$ cat config.mk
export PLATFORM = sky130hd
export DESIGN_NAME = press_edge_detect
export DESIGN_NICKNAME = d
export VERILOG_FILES = /design/src/rtl/pw_pkg.sv /design/src/rtl/press_edge_detect.sv
export SDC_FILE = /design/constraint.sdc
export NUM_CORES = 1
export LEC_CHECK = 0
export BUFFER_PORTS_ARGS = -buffer_cell sky130_fd_sc_hd__buf_2
export CAP_MARGIN = 10
export CORE_AREA = 2 2 39 41
export CTS_BUF_LIST = sky130_fd_sc_hd__clkbuf_4 sky130_fd_sc_hd__clkbuf_8
export CTS_CLUSTER_DIAMETER = 40
export DETAILED_ROUTE_END_ITERATION = 10
export DIE_AREA = 0 0 41 43
export SYNTH_ARGS = -nofsm -noshare
export SYNTH_HDL_FRONTEND = slang
export SYNTH_SLANG_ARGS = --single-unit
$ cat constraint.sdc
create_clock -name clkin -period 1.9 [get_ports clkin]
set_input_delay 0.095 -clock clkin [delete_from_list [all_inputs] [get_ports clkin]]
set_output_delay 0.095 -clock clkin [all_outputs]
set_load 0.05 [all_outputs]
$ cat src/rtl/pw_pkg.sv
// Shared definitions for the password sequence checker: FSM states,
// button index constants and the password slot lookup.
package pw_pkg;

    typedef enum logic [1:0] {
        IDLE     = 2'd0,
        COLLECT  = 2'd1,
        UNLOCKED = 2'd2,
        LOCKOUT  = 2'd3
    } pw_state_e;

    localparam logic [1:0] BTN_A = 2'd0;
    localparam logic [1:0] BTN_B = 2'd1;
    localparam logic [1:0] BTN_C = 2'd2;
    localparam logic [1:0] BTN_D = 2'd3;

    // Slot k of the password; slot 0 is the first press, stored in the top bits.
    function automatic logic [1:0] codeSlot(input logic [7:0] code, input logic [1:0] k);
        case (k)
            2'd0:    return code[7:6];
            2'd1:    return code[5:4];
            2'd2:    return code[3:2];
            default: return code[1:0];
        endcase
    endfunction

endpackage

$ cat src/rtl/press_edge_detect.sv
// Rising-edge press detector for the four buttons: flags a press, whether
// more than one button rose together, and the index of a single press.
module press_edge_detect
    import pw_pkg::*;
(
    input  logic       clkin,
    input  logic       reset,
    input  logic [3:0] btn_i,
    output logic       valid_o,
    output logic       multi_o,
    output logic [1:0] idx_o
);

    logic [3:0] btn_q;
    logic [3:0] press;

    // Reset to all-ones so a button held through reset release is not a press.
    always_ff @(posedge clkin or negedge reset) begin
        if (!reset) begin
            btn_q <= 4'b1111;
        end else begin
            btn_q <= btn_i;
        end
    end

    assign press   = btn_i & ~btn_q;
    assign valid_o = |press;
    assign multi_o = valid_o && !$onehot(press);

    always_comb begin
        idx_o = BTN_A;
        case (press)
            4'b0010: idx_o = BTN_B;
            4'b0100: idx_o = BTN_C;
            4'b1000: idx_o = BTN_D;
            default: idx_o = BTN_A;
        endcase
    end

endmodule

Word-level counts from Yosys, hierarchy flattened:

Cells that the tools add are included.

* add/subtract/negate cells: 3
* equality and inequality tests: 4
* muxes and demuxes: 1
* bitwise gates (word level): 2
* reduce and logical (&&, ||, !) cells: 3

Operator list (count)
* $pmux W2 S3: 1
* $add A1 B1 Y2: 2
* $and A4 B4 Y4: 1
* $eq A4 B2 Y1 const B: 1
* $eq A4 B3 Y1 const B: 1
* $eq A4 B4 Y1 const B: 1
* $not A4 Y4: 1
* $reduce_or A4 Y1: 1
* $add A2 B2 Y3: 1
* $eq A3 B1 Y1 const B: 1
* $logic_and A1 B1 Y1: 1
* $logic_not A1 Y1: 1

* flip-flop bits (word level): 4
* input bits: 6
* output and inout port bits: 4
* word-level logic and storage cells: 14

Logic depth before layout (Yosys ltp):

* depth after elaboration: 7
* depth in mapped cells: 7
* gate-level depth less buffers: 7

Worst setup path before layout:

Ideal clock, no wire load.

* path kind: reg2out
* from: register btn_q[3]
* to: output multi_o
* data arrival time: 2077 ps
* required time: 1805 ps
* path slack: -272 ps
* cell stages (with the launch flop): 8
* path buffers: 0
* path through: dfstp_2 nand2b_4 inv_1 fa_1 ha_1 ha_1 nor2_1 a21boi_2

* cells in the longest elaborated chain, start to end: 7
* elaborated cells between the ends (all ways): 8
* classes of those cells: add/sub: 2; eq/ne: 1; bitwise: 2; reduce/logical: 3

Ends and longest elaborated chain
* start: declaration: RTL line press_edge_detect.sv:14 `logic [3:0] btn_q;`
* start signal: assignment: RTL line press_edge_detect.sv:22 `btn_q <= btn_i;`
* $not A4 Y4 (*): RTL line press_edge_detect.sv:26 `assign press = btn_i & ~btn_q;`
* $and A4 B4 Y4 (*): RTL line press_edge_detect.sv:26
* $add A1 B1 Y2 (not written as such): RTL line press_edge_detect.sv:28 `assign multi_o = valid_o && !$onehot(press);`
* $add A2 B2 Y3 (not written as such): RTL line press_edge_detect.sv:28
* $eq A3 B1 Y1: RTL line press_edge_detect.sv:28
* $logic_not A1 Y1: RTL line press_edge_detect.sv:28
* $logic_and A1 B1 Y1 (*): RTL line press_edge_detect.sv:28
* end: declaration: RTL line press_edge_detect.sv:10 `output logic multi_o,`

Mark *: on every way between the ends. The rest lies on a longest branch, timed or not.

Final worst setup path:

Ends and elaborated chain as after synthesis.

==> impl_metrics.py <==
metrics = {
    "status": {
        "status": "finished, violations left",
        "violations": "negative hold slack, negative setup slack",
    },
    "global_routing": {
        "grt_pass1_vias": 209,
        "grt_antenna_before_repair": 0,
        "grt_pass1_wl_um": 779,
        "grt_max_degree": 5,
        "grt_usage_pct": 7.591,
        "gr-total-overflow": 0,
    },
    "floorplan": {
        "rows": 14,
        "core_area_mm2": 0.001384,
        "io-pin-count": 10,
        "die-area_mm2": 0.001763,
        "start_util_pct": 20.98,
        "die_w_um": 41,
        "die_h_um": 43,
    },
    "clocking": {
        "cts_tree": "yes",
        "cts_buffers": 3,
        "clockBufferDepth": 2,
        "clockRootBuffer": "clkbuf_4",
        "clk_pin_slew_ns": 0.03,
        "ctsHtreeMaxLevel": 1,
        "postCtsSetupRepairBufs": 0,
        "clock-sinks": 4,
        "holdBufCountCts": 4,
    },
    "synth": {
        "syn_nets": 34,
        "yosysTopAreaCellShare_pct": 36.21,
        "synth_cell_types": 14,
        "synthTopCellsByArea": "dfstp_2, ha_1, fa_1, nand3b_4, nand2b_4",
        "ys.flop_type": "dfstp_2",
        "yosysWarnings": 0,
        "yosysSeqAreaShare_pct": 36.21,
        "synth.cells.most_frequent": "dfstp_2, ha_1, inv_1",
        "netlist_area_um2": 290.3,
        "ys_ff_latch": 4,
        "syn_avg_cell_area_um2": 12.62,
        "yosys.area.top_type": "dfstp_2",
        "synth_async_sr_flop_share_pct": 100.0,
        "syn_inst": 23,
        "synth_edf_count": 0,
    },
    "worst_setup_path": {
        "worstSetupPathType": "reg2out",
        "crit_arrival_ns": 2.11,
        "critPathCaptureType": "output pin",
        "cp.required_ns": 1.80,
        "crit_fanout": 2,
        "start_kind": "flop",
    },
    "placed_design": {
        "gp_congestion": 0.6657,
        "hpwlAfterDp_um": 362.6,
        "portBuffers": 9,
    },
    "job": {
        "maxCapViolCount": 0,
    },
    "sta": {
        "max_freq_ghz": 0.4543,
        "fin_tns_setup_ns": -0.3013,
        "relSlewSlack_pct": 83.13,
        "final_max_slew_viol_count": 0,
        "worst_pin_slew_ns": 0.2548,
        "holdWs_ns": -0.005318,
        "rsz0062_at_grt": "true",
        "final_hold_viol_count": 1,
        "fin_crit_ns": 2.201,
        "worst_slack_ns": -0.3013,
        "finalCritPeriodShare_pct": 115.9,
        "setup_viol": 1,
    },
    "power_and_ir_drop": {
        "p_clk_share_pct": 31.9,
        "p_total_mw": 0.3209,
        "p_leak_nw": 0.2442,
        "ir_worst_vdd_mv": 0.3590,
        "seqPwrFrac_pct": 29.5,
        "p_int_mw": 0.2184,
        "p_switching_mw": 0.1025,
        "swShare_pct": 31.95,
        "pwr-share-comb_pct": 38.6,
        "powerDensity_mw_per_mm2": 669.6,
    },
    "min_path": {
        "whs_path_depth": 1,
        "hold_end": "btn_q[3]$_DFF_PN1_",
        "hold_path.class": "in2reg",
        "worstHoldStart": "btn_i[3]",
    },
    "routing": {
        "drt_drc_violations_left": 0,
        "drtAntennaViolNets": 0,
        "via_per_inst": 3.569,
        "wl_um": 448,
        "drt_pass1_iterations": 1,
        "wl_per_cell_um": 7.724,
        "vias": 207,
        "drt_iter0_markers": 0,
    },
    "layout": {
        "reg.largest.list": "btn_q (4)",
        "top_register": "btn_q",
        "area_growth_syn_to_layout_pct": 65.09,
        "largest_reg_flops": 4,
        "final_nets": 55,
        "layout-drive-gt1-share_pct": 69.05,
        "antenna_cells": 0,
    },
}
[layer usage]
layer	up-vias	wire, um	GRT usage, %
met4	0	14	10.00
met5	-	0	0
li1	109	-	-
met1	84	188	8.581
met2	12	197	8.438
met3	2	47	3.665
[logic make-up after synthesis]
family / count (synthesis) / share of synthesized area, %
flip-flops: 4 / 36.21
AND/OR/NAND/NOR: 8 / 25.43
multiplexers: 1 / 3.448
AO/OA/AOI/OAI: 1 / 3.879
adder cells (fa/ha/maj): 5 / 24.14
buffers and inverters: 3 / 3.879
XOR/XNOR: 1 / 3.018
[metrics by stage]
stage	instance area [um2]	std cells	util, %	setup WS [ns]
after floorplan	300.3	23	-	-0.1383
after global placement	387.9	51	28.03	-0.2052
after detailed placement	387.9	51	28.03	-0.2221
after CTS	479.2	58	34.63	-0.3169
after global routing	479.2	58	34.63	-0.4012
final	479.2	58	34.63	-0.3013
[critical path, cell delays in order (launching register included)]
cell      delay [ns]
dfstp_2         0.50
nand2b_4        0.11
inv_2           0.03
fa_1            0.44
ha_2            0.20
ha_4            0.26
nor2_2          0.04
a21boi_4        0.11
buf_6           0.17
[power groups by stage]
stage	combinational, mW	clock [mW]	sequential, mW
2_1_floorplan	0.0791	0	0.0955
3_3_place_gp	0.104	0	0.0955
3_5_place_dp	0.105	0	0.0956
4_1_cts	0.125	0.108	0.0948
5_1_grt	0.133	0.120	0.0954
6_report	0.124	0.102	0.0948
[worst max-delay path by stage]
| stage | from | cells after the start | endpoint |
|---|---|---|---|
| after global routing | btn_q[3]$_DFF_PN1_ | 8 | multi_o |
| after global placement | btn_q[1]$_DFF_PN1_ | 8 | multi_o |
| after CTS | btn_q[3]$_DFF_PN1_ | 8 | multi_o |
| after floorplan | btn_q[3]$_DFF_PN1_ | 7 | multi_o |
| after detailed placement | btn_q[1]$_DFF_PN1_ | 8 | multi_o |
| final | btn_q[3]$_DFF_PN1_ | 8 | multi_o |
[area by class of cell]
class / instances / area (um2)
clock buffers: 3 / 22.52
fillers: 134 / 904.6
inverters: 3 / 11.26
multi-input cells: 16 / 206.4
flip-flops and latches: 4 / 105.1
well taps: 16 / 20.02
repair buffers: 16 / 113.9
[what timing repair did]
item                                    4_1_cts  5_1_grt
endpoints found under the setup margin        1        1
pin swaps                                     2        0
resized for setup                             7        0
hold endpoints to repair                      8        1
[layout by cell type (no fill, tap or decap)]
cell type	count
nor2b_1	1
fa_1	1
mux2i_1	1
nor2_2	1
ha_4	1
dfstp_2	4
buf_6	1
inv_2	2
and2_1	1
inv_1	1
xnor2_1	1
buf_4	3
nor2_1	1
nand2b_4	2
nor2b_4	1
ha_2	1
nand3b_4	1
a21boi_4	1
dlygate4sd3_1	4
clkbuf_4	3
buf_2	8
ha_1	2
No activity file was read; power rests on OpenSTA's default activity.
